$ cat config.mk
export PLATFORM = sky130hd
export DESIGN_NAME = booth_mult_seq_flat
export DESIGN_NICKNAME = d
export VERILOG_FILES = /design/src/rtl/booth_mult_seq_pkg.sv /design/src/rtl/booth_mult_seq_if.sv /design/src/rtl/booth_recoder.sv /design/src/rtl/booth_mult_seq.sv /design/src/flat_wrapper.sv
export SDC_FILE = /design/constraint.sdc
export NUM_CORES = 1
export LEC_CHECK = 0
export BUFFER_PORTS_ARGS = -buffer_cell sky130_fd_sc_hd__buf_4
export CORE_ASPECT_RATIO = 2
export CORE_UTILIZATION = 53
export DETAILED_ROUTE_END_ITERATION = 6
export PLACE_DENSITY = 0.73
export SLEW_MARGIN = 40
export SYNTH_ARGS = -nofsm -noshare
export SYNTH_HDL_FRONTEND = slang
export SYNTH_SLANG_ARGS = --single-unit
export TNS_END_PERCENT = 10
$ cat constraint.sdc
create_clock -name clock -period 6.4 [get_ports clock]
set_input_delay 1.28 -clock clock [delete_from_list [all_inputs] [get_ports clock]]
set_output_delay 1.28 -clock clock [all_outputs]
set_load 0.03 [all_outputs]
$ cat src/rtl/booth_mult_seq_pkg.sv
// Shared types for the sequential Booth multiplier: recoded operations, FSM states and
// the iteration-count helper used to size the step counter.
package booth_mult_seq_pkg;

   typedef enum logic [2:0] {
      OP_ZERO,
      OP_ADD_M,
      OP_SUB_M,
      OP_ADD_2M,
      OP_SUB_2M
   } booth_op_e;

   typedef enum logic [1:0] {
      StIdle,
      StRun,
      StDone
   } state_e;

   // Radix 2 retires one bit of the (WIDTH+1)-bit extended multiplier per step;
   // radix 4 retires two bits of that value padded to an even width.
   function automatic int unsigned iter_count(input int unsigned width, input int unsigned radix);
      int unsigned w1;
      int unsigned w2;
      w1 = width + 1;
      w2 = w1 + (w1 % 2);
      return (radix == 4) ? (w2 / 2) : w1;
   endfunction

endpackage

$ cat src/rtl/booth_mult_seq_if.sv
// Operand/product handshake bundle between the issuing stage and the Booth multiplier.
interface booth_mult_seq_if #(
   parameter int unsigned WIDTH = 32
);
   logic                 in_valid;
   logic                 in_ready;
   logic                 is_signed;
   logic [WIDTH-1:0]     multiplicand;
   logic [WIDTH-1:0]     multiplier;
   logic                 out_valid;
   logic                 out_ready;
   logic [2*WIDTH-1:0]   product;

   modport master (
      output in_valid, is_signed, multiplicand, multiplier, out_ready,
      input  in_ready, out_valid, product
   );

   modport slave (
      input  in_valid, is_signed, multiplicand, multiplier, out_ready,
      output in_ready, out_valid, product
   );
endinterface

$ cat src/rtl/booth_recoder.sv
// Combinational Booth digit recoder: low multiplier bits (plus the bit shifted out last)
// to the add/subtract operation applied to the accumulator this step.
module booth_recoder
   import booth_mult_seq_pkg::*;
#(
   parameter int unsigned RADIX = 2
) (
   input  logic [2:0] bits_i,
   output booth_op_e  op_o
);

   if (RADIX == 4) begin : g_r4
      always_comb begin
         op_o = OP_ZERO;
         unique case (bits_i)
            3'b001, 3'b010: op_o = OP_ADD_M;
            3'b011:         op_o = OP_ADD_2M;
            3'b100:         op_o = OP_SUB_2M;
            3'b101, 3'b110: op_o = OP_SUB_M;
            default:        op_o = OP_ZERO;
         endcase
      end
   end else begin : g_r2
      logic unused_msb;
      assign unused_msb = bits_i[2];

      always_comb begin
         op_o = OP_ZERO;
         unique case (bits_i[1:0])
            2'b01:   op_o = OP_ADD_M;
            2'b10:   op_o = OP_SUB_M;
            default: op_o = OP_ZERO;
         endcase
      end
   end

endmodule

$ cat src/rtl/booth_mult_seq.sv
// Sequential radix-2/4 Booth multiplier with operand and product handshakes; returns the
// exact 2*WIDTH-bit product of two signed or two unsigned operands.
module booth_mult_seq
   import booth_mult_seq_pkg::*;
#(
   parameter int unsigned WIDTH = 32,
   parameter int unsigned RADIX = 2
) (
   input  logic             clock,
   input  logic             reset_n,
   booth_mult_seq_if.slave  bus
);

   localparam int unsigned W1    = WIDTH + 1;
   localparam int unsigned W2    = W1 + (W1 % 2);
   localparam int unsigned ITER  = iter_count(WIDTH, RADIX);
   localparam int unsigned SHIFT = (RADIX == 4) ? 2 : 1;
   // Low field holds exactly the bits retired, so no multiplier bits remain at the end.
   localparam int unsigned LW    = (RADIX == 4) ? W2 : W1;
   localparam int unsigned ACC_W = W2 + 2;
   localparam int unsigned PW    = ACC_W + LW + 1;
   localparam int unsigned CW    = $clog2(ITER);

   if ((RADIX != 2) && (RADIX != 4)) begin : g_bad_radix
      $error("booth_mult_seq: RADIX must be 2 or 4");
   end
   if (WIDTH < 4) begin : g_bad_width
      $error("booth_mult_seq: WIDTH must be at least 4");
   end

   state_e               state_q;
   logic                 in_ready_q;
   logic                 out_valid_q;
   logic [2*WIDTH-1:0]   product_q;
   logic [CW-1:0]        cnt_q;
   logic [PW-1:0]        p_q;
   logic [W1-1:0]        m_q;

   logic [W1-1:0]        a_ext;
   logic [LW-1:0]        b_ext;
   logic [ACC_W-1:0]     m_ext;
   logic [ACC_W-1:0]     h;
   logic [ACC_W-1:0]     h_sum;
   logic [PW-1:0]        p_sum;
   logic [PW-1:0]        p_step;
   booth_op_e            op;

   assign a_ext = {bus.is_signed & bus.multiplicand[WIDTH-1], bus.multiplicand};
   assign b_ext = {{(LW-WIDTH){bus.is_signed & bus.multiplier[WIDTH-1]}}, bus.multiplier};
   assign m_ext = {{(ACC_W-W1){m_q[W1-1]}}, m_q};

   booth_recoder #(
      .RADIX (RADIX)
   ) u_recoder (
      .bits_i (p_q[2:0]),
      .op_o   (op)
   );

   always_comb begin
      h     = p_q[PW-1 -: ACC_W];
      h_sum = h;
      unique case (op)
         OP_ADD_M:  h_sum = h + m_ext;
         OP_SUB_M:  h_sum = h - m_ext;
         OP_ADD_2M: h_sum = h + (m_ext << 1);
         OP_SUB_2M: h_sum = h - (m_ext << 1);
         default:   h_sum = h;
      endcase
      p_sum  = {h_sum, p_q[LW:0]};
      p_step = $signed(p_sum) >>> SHIFT;
   end

   always_ff @(posedge clock or negedge reset_n) begin
      if (!reset_n) begin
         state_q     <= StIdle;
         in_ready_q  <= 1'b1;
         out_valid_q <= 1'b0;
         product_q   <= '0;
         cnt_q       <= '0;
         p_q         <= '0;
         m_q         <= '0;
      end else begin
         unique case (state_q)
            StIdle: begin
               if (bus.in_valid) begin
                  m_q        <= a_ext;
                  p_q        <= {{ACC_W{1'b0}}, b_ext, 1'b0};
                  cnt_q      <= '0;
                  in_ready_q <= 1'b0;
                  state_q    <= StRun;
               end
            end
            StRun: begin
               p_q   <= p_step;
               cnt_q <= cnt_q + 1'b1;
               if (cnt_q == CW'(ITER - 1)) begin
                  product_q   <= p_step[2*WIDTH:1];
                  out_valid_q <= 1'b1;
                  state_q     <= StDone;
               end
            end
            StDone: begin
               if (bus.out_ready) begin
                  out_valid_q <= 1'b0;
                  in_ready_q  <= 1'b1;
                  state_q     <= StIdle;
               end
            end
            default: begin
               state_q     <= StIdle;
               in_ready_q  <= 1'b1;
               out_valid_q <= 1'b0;
            end
         endcase
      end
   end

   assign bus.in_ready  = in_ready_q;
   assign bus.out_valid = out_valid_q;
   assign bus.product   = product_q;

endmodule
$ cat src/flat_wrapper.sv
// flat-port wrapper written by rule: the top's interface ports become plain ports
module booth_mult_seq_flat import booth_mult_seq_pkg::*;
#(
   parameter int unsigned WIDTH = 32,
   parameter int unsigned RADIX = 2
)
  (clock, reset_n, bus_in_valid, bus_is_signed, bus_multiplicand, bus_multiplier, bus_out_ready, bus_in_ready, bus_out_valid, bus_product);
  booth_mult_seq_if #(.WIDTH(WIDTH)) bus_i ();
  input  logic clock;
  input  logic reset_n;
  input wire logic [$bits(bus_i.in_valid)-1:0] bus_in_valid;
  input wire logic [$bits(bus_i.is_signed)-1:0] bus_is_signed;
  input wire logic [$bits(bus_i.multiplicand)-1:0] bus_multiplicand;
  input wire logic [$bits(bus_i.multiplier)-1:0] bus_multiplier;
  input wire logic [$bits(bus_i.out_ready)-1:0] bus_out_ready;
  output wire logic [$bits(bus_i.in_ready)-1:0] bus_in_ready;
  output wire logic [$bits(bus_i.out_valid)-1:0] bus_out_valid;
  output wire logic [$bits(bus_i.product)-1:0] bus_product;
  assign bus_i.in_valid = bus_in_valid;
  assign bus_i.is_signed = bus_is_signed;
  assign bus_i.multiplicand = bus_multiplicand;
  assign bus_i.multiplier = bus_multiplier;
  assign bus_i.out_ready = bus_out_ready;
  assign bus_in_ready = bus_i.in_ready;
  assign bus_out_valid = bus_i.out_valid;
  assign bus_product = bus_i.product;
  booth_mult_seq #(.WIDTH(WIDTH), .RADIX(RADIX)) u_core (.clock(clock), .reset_n(reset_n), .bus(bus_i));
endmodule
# After elaboration in Yosys (flattened, before gate mapping)
# Index checks and enable logic that the tools add are counted.
# W data, S select, Z words.
[classes] n_addsub=5 eq_ne=12 muxes=16 bitwise=4 reduce_logical=8
[op_table] cell="$pmux W36 S4" count=1
[op_table] cell="$pmux W70 S2" count=1
[op_table] cell="$add A36 B36 Y36" count=2
[op_table] cell="$sub A36 B36 Y36" count=2
[op_table] cell="$mux W70" count=1
[op_table] cell="$pmux W6 S2" count=1
[op_table] cell="$reduce_and A3 Y1" count=3
[op_table] cell="$eq A2 B2 Y1 const B" count=4
[op_table] cell="$add A6 B1 Y6 const B" count=1
[op_table] cell="$eq A2 B1 Y1 const B" count=3
[op_table] cell="$eq A6 B6 Y1 const B" count=1
[op_table] cell="$mux W2" count=3
[op_table] cell="$mux W6" count=1
[op_table] cell="$pmux W1 S3" count=2
[op_table] cell="$pmux W2 S3" count=1
[op_table] cell="$reduce_and A2 Y1" count=3
[op_table] cell="$mux W1" count=4
[op_table] cell="$ne A2 B2 Y1 const B" count=2
[op_table] cell="$pmux W2 S2" count=1
[op_table] cell="$eq A2 B3 Y1 const B" count=1
[op_table] cell="$and A1 B1 Y1" count=2
[op_table] cell="$logic_not A2 Y1" count=1
[op_table] cell="$ne A2 B1 Y1 const B" count=1
[op_table] cell="$not A1 Y1" count=2
[op_table] cell="$reduce_bool A2 Y1" count=1
[word_totals] reg_bits=177 output_inout_bits=66

# Depth between registers and ports, before layout
# Gate-level depths: netlist of run 1.
[depth] word_depth=5 depth_mapped=20

# Cells and area by module
# From an unflattened synthesis of run 1, not the netlist that was laid out.
[hier_totals] cells_unflattened=1526 area_unflattened_um2=12196.7
[by_module_without_submodules] module="booth_mult_seq" instances=1 cells_each=1522 area_each_um2=12170.4
[by_module_without_submodules] module="booth_recoder" instances=1 cells_each=4 area_each_um2=26.3

# Worst setup path before layout of run 1
# No wires, ideal clock.
[synth_timing] path_type="flip-flop to flip-flop" startpoint="register u_core.m_q[3]" endpoint="register u_core.p_q[68]" arrival_ns=3.506 path_slack_ns=2.758 stages_incl_launch_ff=17 n_path_buf=0 cell_sequence="dfrtp_1 -> nor3_1 -> nand3b_1 -> nor2_1 -> and3_1 -> a21oi_1 -> xnor2_1 -> ha_1 -> a21o_1 -> o21bai_1 -> a2111o_1 -> or3_1 -> a21oi_2 -> a221o_1 -> nor2_1 -> nor4_1 -> a211oi_1"
[synth_between] elab_chain_len=3
[synth_lines] element="start, declared" line_no="booth_mult_seq.sv:37" source="logic [W1-1:0] m_q;"
[synth_lines] element="start signal, assigned" line_no="booth_mult_seq.sv:86" source="m_q <= a_ext;"
[synth_lines] element="$sub A36 B36 Y36, or another cell as far along" line_no="booth_mult_seq.sv:66" source="OP_SUB_2M: h_sum = h - (m_ext << 1);"
[synth_lines] element="$pmux W36 S4 (*)" line_no="booth_mult_seq.sv:62" source="unique case (op)"
[synth_lines] element="$pmux W70 S2 (*)" line_no="booth_mult_seq.sv:83" source="unique case (state_q)"
[synth_lines] element="end signal, assigned" line_no="booth_mult_seq.sv:87" source="p_q <= {{ACC_W{1'b0}}, b_ext, 1'b0};"
[synth_lines] element="end signal, assigned" line_no="booth_mult_seq.sv:94" source="p_q <= p_step;"
[synth_lines] element="end, declared" line_no="booth_mult_seq.sv:36" source="logic [PW-1:0] p_q;"
# Mark *: on every way between the ends. The rest lies on a longest branch, timed or not.
# A chain may end at the register's enable or synchronous reset.

# Final worst setup path of run 1
# Same ends and word-level chain as after synthesis.

==> results.md, run 1 <==
- RR Startpoint: u_core.m_q[3]
- Adder and majority gate portion of the synthesized area: 0.0813
- Post-synthesis sequential area ratio: 0.366
- CP arrival: 4.69 ns
- Cell row count: 77
- Vias in the first global route: 11,500
- Family with the most delay on the worst path: simple AND/OR/NAND/NOR gates
- CORE AREA: 22,200 um^2
- Final Max Tran Viols: 0
- Nets: 1,721
- R2r setup slk: 2.02 ns
- CTS root buffer: clkbuf_16
- XOR/XNOR Fraction of Synth Area: 0.0597
- First-pass GRT wire length: 60.5 mm
- Fraction of registers with async set/reset: 1.00
- Die Width: 109 um
- Syn Inst Count: 1,483
- Main combinational cell family by area after synthesis: simple AND/OR/NAND/NOR gates
- # IOs: 135
- CP Buf/Inv Count: 0
- Compound-Gate Fraction of Synth Area: 0.226
- Required time of the critical path: 6.71 ns
- Worst Path Class, Setup: reg -> reg
- Critical Path Start: u_core.m_q[3]
- Die H: 215 um
- Most frequent cells after synthesis: nand2_1, dfrtp_1, nor2_1
- Top_reg_cell synth: dfrtp_1
- Via-to-Cell Ratio: 6.15
- CTS Hold Bufs: 0
- # placed instances: 1,832
- Tmin final: 4.38 ns
- RePlAce Congestion: 0.996
- # Max-Cap Violations: 0
- Largest area contributor in the netlist: dfrtp_1
- Worst setup EP type: flip-flop
- RSZ-0062 raised after global routing: no
- Hold Path Class: reg -> reg
- Initial antenna violation count: 1
- Syn nets: 1,629
- Drt pass-1 iters: 6
- Post_cts resized: 0
- Final Core Density: 0.625
- Port Buf Inserts: 134
- Crit path max-delay cell type: dfrtp_1
- Skew-Pair Late Insertion Delay: 0.46 ns
- Drt total wl: 38.6 mm
- Tot GR Track Use: 0.344
- Vias: 11,500
- Initial core utilization: 0.543
- Relative slew slack: 0.485
- Setup TNS: 0 ns
- Final setup vio count: 0
- Clock transition at the registers of the reported paths: 0.08 ns
- Synth Warn #: 0
- Worst setup endpoint: u_core.p_q[68]
- Overflow after GRT: 0
- Post-CTS Repair Setup Buffers: 0
- Non-Filler Instances: 1,864
- Post-synthesis mux area share: 0.00333
- Number of flops mapped to enable cells by yosys: 0
- Crit path depth: 16
- Reg2reg path depth: 16
- Area contributors post-synth: dfrtp_1, nand2_1, ha_1
- Synth Register Bits: 176
- Tcrit/Tclk final: 0.684
- Largest net degree at the start of global routing: 115
- Netlist cell types: 78
- Worst reg2reg path endpoint: u_core.p_q[68]
- Area Overhead vs Synth: 15.1%
- Clk_skew: 0.0141 ns
- Worst-path maximum fanout: 7
- Post-route antenna net violation count: 0
- Min Hold Slack: 0.477 ns
- Outcome: finished, final reports clean
- Yosys top cell area share: 0.364
- Slowest stage delay, CP: 0.43 ns
- Hpwl dp: 29.0 mm
- CP Cell Sequence: nor3_1 -> nand3b_1 -> nor2_1 -> and3_1 -> a21oi_1 -> xnor2_1 -> ha_1 -> a21o_1 -> o21bai_1 -> a2111o_1 -> or3_1 -> a21oi_2 -> a221o_1 -> nor2_1 -> nor4_1 -> a211oi_1
- Buffer depth of the longest clock path: 2
- CTS tree: done
- Max frequency: 0.228 GHz
- Synth Area in Simple Gates: 0.229
- DRC viols: 0
- Mapped Area: 12,000 um^2
- CTS H-tree depth: 4
- Layout cells sized above 1: 0.131
- Die area: 23,300 um^2
- Top-count cell post-synth: nand2_1
- Worst-margin pin slew: 0.773 ns
- Final Hold Viols: 0
- Antenna fix cells: 0
- Drt wl/cell: 20.7 um
- Detailed Route Iter0 Violations: 740
- Mean post-synth cell area: 8.11 um^2
- Startpoint Class: flip-flop
- TritonCTS Buffers: 17
- CP most frequent cell: nor2_1
- CTS sink count: 176
-- state kept, by name (all words and copies together), names as in the netlist --
signal	count
u_core.bus.in_ready	1
u_core.p_q	69
u_core.bus.out_valid	1
u_core.state_q	2
u_core.m_q	33
u_core.cnt_q	6
u_core.bus.product	64
-- routing by layer --
| layer | up-vias | GRT usage | share of wire |
|---|---|---|---|
| met2 | 382 | 0.599 | 0.52 |
| met5 | - | 0 | 0.00023 |
| met3 | 150 | 0.0698 | 0.046 |
| met1 | 5474 | 0.352 | 0.35 |
| met4 | 2 | 0.255 | 0.080 |
| li1 | 5454 | - | - |
-- metrics by stage --
| stage | area, um^2 | setup WS [ns] |
|---|---|---|
| after floorplan | 12000 | 2.76 |
| final | 13800 | 2.02 |
| after detailed placement | 13200 | 2.09 |
| after global routing | 13800 | 1.77 |
| after global placement | 13200 | 2.14 |
| after CTS | 13800 | 2.06 |
-- placed cells by master (no fill, tap or decap), types with 6 or more instances in the layout --
master and instances:
inv_1 30, a211oi_1 10, dfrtp_1 175, nor2_1 115
o211ai_1 17, o22ai_1 24, nor4_1 7, o31ai_1 19
nor3_1 20, nand3_1 57, clkbuf_16 17, nand2b_1 9
a22oi_1 14, buf_4 146, xor2_1 21, a21oi_1 103
a311o_1 6, a31oi_1 8, xnor2_1 61, o21a_1 14
nand2_1 311, and3_1 19, and2_1 12, nand3b_1 8
nand4_1 11, ha_1 74, nor2b_1 13, or3_1 10
o21ai_0 108, o21bai_1 7, a21o_1 33
-- cell families (layout without fill, tap and decap cells) --
family | count (synthesis) | in the layout
AO/OA/AOI/OAI | 421 | 421
XOR/XNOR | 82 | 82
AND/OR/NAND/NOR | 617 | 617
buffers and inverters | 106 | 211
adder cells (fa/ha/maj) | 77 | 77
flip-flops | 176 | 176
multiplexers | 4 | 4
-- worst register-to-register path: stages (launching register included) --
cell      delay (ns)
dfrtp_1         0.43
nor3_1          0.33
nand3b_1        0.24
nor2_1          0.27
and3_1          0.31
a21oi_1         0.12
xnor2_1         0.14
ha_1            0.39
a21o_1          0.21
o21bai_1        0.19
a2111o_1        0.35
or3_1           0.37
a21oi_2         0.24
a221o_1         0.21
nor2_1          0.05
nor4_1          0.28
a211oi_1        0.09
-- worst min path at each step --
stage | slack (ns) | startpoint | end | cells after the start
global route | 0.50 | u_core.bus.product[5] | u_core.bus.product[5] | 2
finish | 0.48 | u_core.bus.product[23] | u_core.bus.product[23] | 2
detailed placement | 0.46 | u_core.bus.product[23] | u_core.bus.product[23] | 2
CTS | 0.48 | u_core.bus.product[23] | u_core.bus.product[23] | 2
global placement | 0.46 | u_core.bus.product[17] | u_core.bus.product[17] | 2
floorplan | 0.46 | u_core.cnt_q[5] | u_core.cnt_q[5] | 1
-- cell type report --
type	instances	area, um^2
clock buffers	18	429
multi-input cells	1201	7250
well taps	276	345
inverters	31	116
fillers	2053	8310
repair buffers	148	1130
clock inverters	14	174
flip-flops and latches	176	4410
Power of run 1 is left out: the tool's default activity adds up to more than one toggle a clock period on the data nets, which glitch-free logic cannot reach.
==> inputs of run 2 (changes only) <==
--- a/config.mk
+++ b/config.mk
@@ -5,6 +5,7 @@
 export SDC_FILE = /design/constraint.sdc
 export NUM_CORES = 1
 export LEC_CHECK = 0
+export ABC_AREA = 1
 export BUFFER_PORTS_ARGS = -buffer_cell sky130_fd_sc_hd__buf_4
 export CORE_ASPECT_RATIO = 2
 export CORE_UTILIZATION = 53
==> constraint.sdc (replaced) <==
create_clock -name clock -period 4.1 [get_ports clock]
set_input_delay 0.82 -clock clock [delete_from_list [all_inputs] [get_ports clock]]
set_output_delay 0.82 -clock clock [all_outputs]
set_load 0.03 [all_outputs]
==> results.md, run 2 <==
- CORE AREA: 23,800 um^2
- Post_cts resized: 0
- Netlist cell types: 47
- Post-route antenna net violation count: 0
- Relative slew slack: 0.363
- Initial core utilization: 0.541
- CTS Hold Bufs: 0
- Required time of the critical path: 4.50 ns
- Post-CTS Repair Setup Buffers: 0
- Non-Filler Instances: 2,330
- Top-count cell post-synth: nand2_1
- Top reg by flops: u_core.p_q
- RSZ-0062 raised after global routing: yes
- Most frequent cells after synthesis: nand2_1, inv_1, dfrtp_1
- Via-to-Cell Ratio: 6.00
- Drt total wl: 55.0 mm
- Worst-margin pin slew: 0.956 ns
- # Max-Cap Violations: 0
- FF/Latch Area: 4410 um^2
- Synth Area in Simple Gates: 0.316
- CP arrival: 4.36 ns
- CTS root buffer: clkbuf_16
- Startpoint Class: flip-flop
- Cell row count: 80
- Mapped Area: 12,900 um^2
- Die Width: 112 um
- Worst setup EP type: flip-flop
- Final setup vio count: 0
- Layout fillers: 2,204
- Syn nets: 2,047
- Initial antenna violation count: 2
- Final Max Tran Viols: 0
- Fraction of registers with async set/reset: 1.00
- Max reg flops: 69
- Post-synthesis sequential area ratio: 0.342
- # placed instances: 2,296
- Area contributors post-synth: dfrtp_1, nand2_1, ha_1
- Post-synthesis mux area share: 0.000777
- Hpwl dp: 41.3 mm
- CTS tree: done
- Synth Warn #: 0
- CTS H-tree depth: 4
- Drt wl/cell: 23.6 um
- Main combinational cell family by area after synthesis: simple AND/OR/NAND/NOR gates
- Vias in the first global route: 14,000
- Final Hold Viols: 0
- Port Buf Inserts: 134
- DRC viols: 1
- Clock transition at the registers of the reported paths: 0.08 ns
- TritonCTS Buffers: 17
- Detailed Route Iter0 Violations: 1,214
- RePlAce Congestion: 1.06
- Top_reg_cell synth: dfrtp_1
- Layout cells sized above 1: 0.134
- Area Overhead vs Synth: 17.0%
- Die area: 25,000 um^2
- Drt pass-1 iters: 7
- # IOs: 135
- Max frequency: 0.253 GHz
- Vias: 14,000
- Tot GR Track Use: 0.454
- Outcome: complete, but fails checks
- First-pass GRT wire length: 81.5 mm
- Worst-path maximum fanout: 4
- Tmin final: 3.96 ns
- Adder and majority gate portion of the synthesized area: 0.0760
- Syn Inst Count: 1,901
- Setup ws final: 0.141 ns
- Most frequent cells in the layout: nand2_1, inv_1, dfrtp_1
- Compound-Gate Fraction of Synth Area: 0.151
- Skew-Pair Late Insertion Delay: 0.46 ns
- Mean post-synth cell area: 6.77 um^2
- Yosys top cell area share: 0.340
- Post-Place Setup Slack: 0.147 ns
- Nets: 2,175
- Buffer depth of the longest clock path: 2
- CTS sink count: 176
- Largest area contributor in the netlist: dfrtp_1
- Largest net degree at the start of global routing: 92
- Failing checks: design-rule violations
- XOR/XNOR Fraction of Synth Area: 0.0333
- Overflow after GRT: 0
- Number of flops mapped to enable cells by yosys: 0
- Worst Path Class, Setup: reg -> reg
- Tcrit/Tclk final: 0.966
- Hold Path Class: in -> async
- Most common cell after layout, fill and taps aside: nand2_1
- Die H: 222 um
- Clk_skew: 0.0136 ns
- Synth Register Bits: 176
- Area of the multi-input gates: 7560 um^2
## run 2: changes by cell type after synthesis, sizes merged, moves of 30 or more
cell   delta
nand2   +255
inv     +194
nand3   +106
o21ai    +74
nor2     +48
xnor2    -39
a21o     -30
## run 2: logic make-up after synthesis
kind of cell / count (synthesis)
DFF: 176
muxes: 1
and+or+nand+nor: 965
buffers and inverters: 277
AOI/OAI and AO/OA: 356
adders and majority gates: 77
xor gates and xnor gates: 49
## run 2: area by class of cell
| cell class | instances | area share |
|---|---|---|
| multi-input cells | 1448 | 0.502 |
| flip-flops and latches | 176 | 0.292 |
| repair buffers | 161 | 0.0854 |
| inverters | 225 | 0.0563 |
| clock buffers | 17 | 0.0282 |
| well taps | 287 | 0.0238 |
| clock inverters | 15 | 0.0120 |
| diodes | 1 | 0.000166 |
## run 2: routing by layer
metal	vias up	GRT usage	wire, um
li1	6452	-	-
met1	6476	0.391	16400
met2	699	0.760	26500
met3	348	0.176	4910
met4	0	0.483	7200
met5	-	0	0
## run 2: path summary, 6_finish.rpt
path	from	endpoint	slack, ns	depth (start not counted)
max	u_core.m_q[1]	u_core.bus.product[54]	0.14	20
min in group clock	u_core.bus.product[30]	u_core.bus.product[30]	0.48	2
min reg2reg	u_core.bus.product[30]	u_core.bus.product[30]	0.48	2
min	reset_n	u_core.bus.product[61]	0.25	1
max reg2reg	u_core.m_q[1]	u_core.bus.product[54]	0.14	20
max in group asynchronous	reset_n	u_core.bus.product[44]	2.96	3
## run 2: worst max-delay path, cell delays in order (launching register included)
cell     delay (ns)
dfrtp_1        0.43
inv_1          0.13
ha_1           0.18
inv_1          0.06
nor3_2         0.16
nand2_2        0.13
nor2_2         0.14
nand3_1        0.18
o31ai_1        0.32
xor2_1         0.21
ha_1           0.30
nand2_1        0.18
o21ai_0        0.13
buf_4          0.18
a21oi_1        0.25
nand3_1        0.43
nand2_1        0.17
inv_1          0.05
nand3_1        0.10
nand3_1        0.09
nand2_1        0.09
## run 2: stage by stage
| stage | util | TNS, ns | hold slack (ns) | cell area, um^2 |
|---|---|---|---|---|
| after floorplan | - | 0 | 0.469 | 12900 |
| after global placement | 0.600 | 0 | 0.458 | 14300 |
| after detailed placement | 0.600 | 0 | 0.459 | 14300 |
| after CTS | 0.626 | 0 | 0.465 | 14900 |
| after global routing | 0.632 | -0.0526 | 0.295 | 15100 |
| final | 0.632 | 0 | 0.253 | 15100 |
Power of run 2 is left out for the same reason.
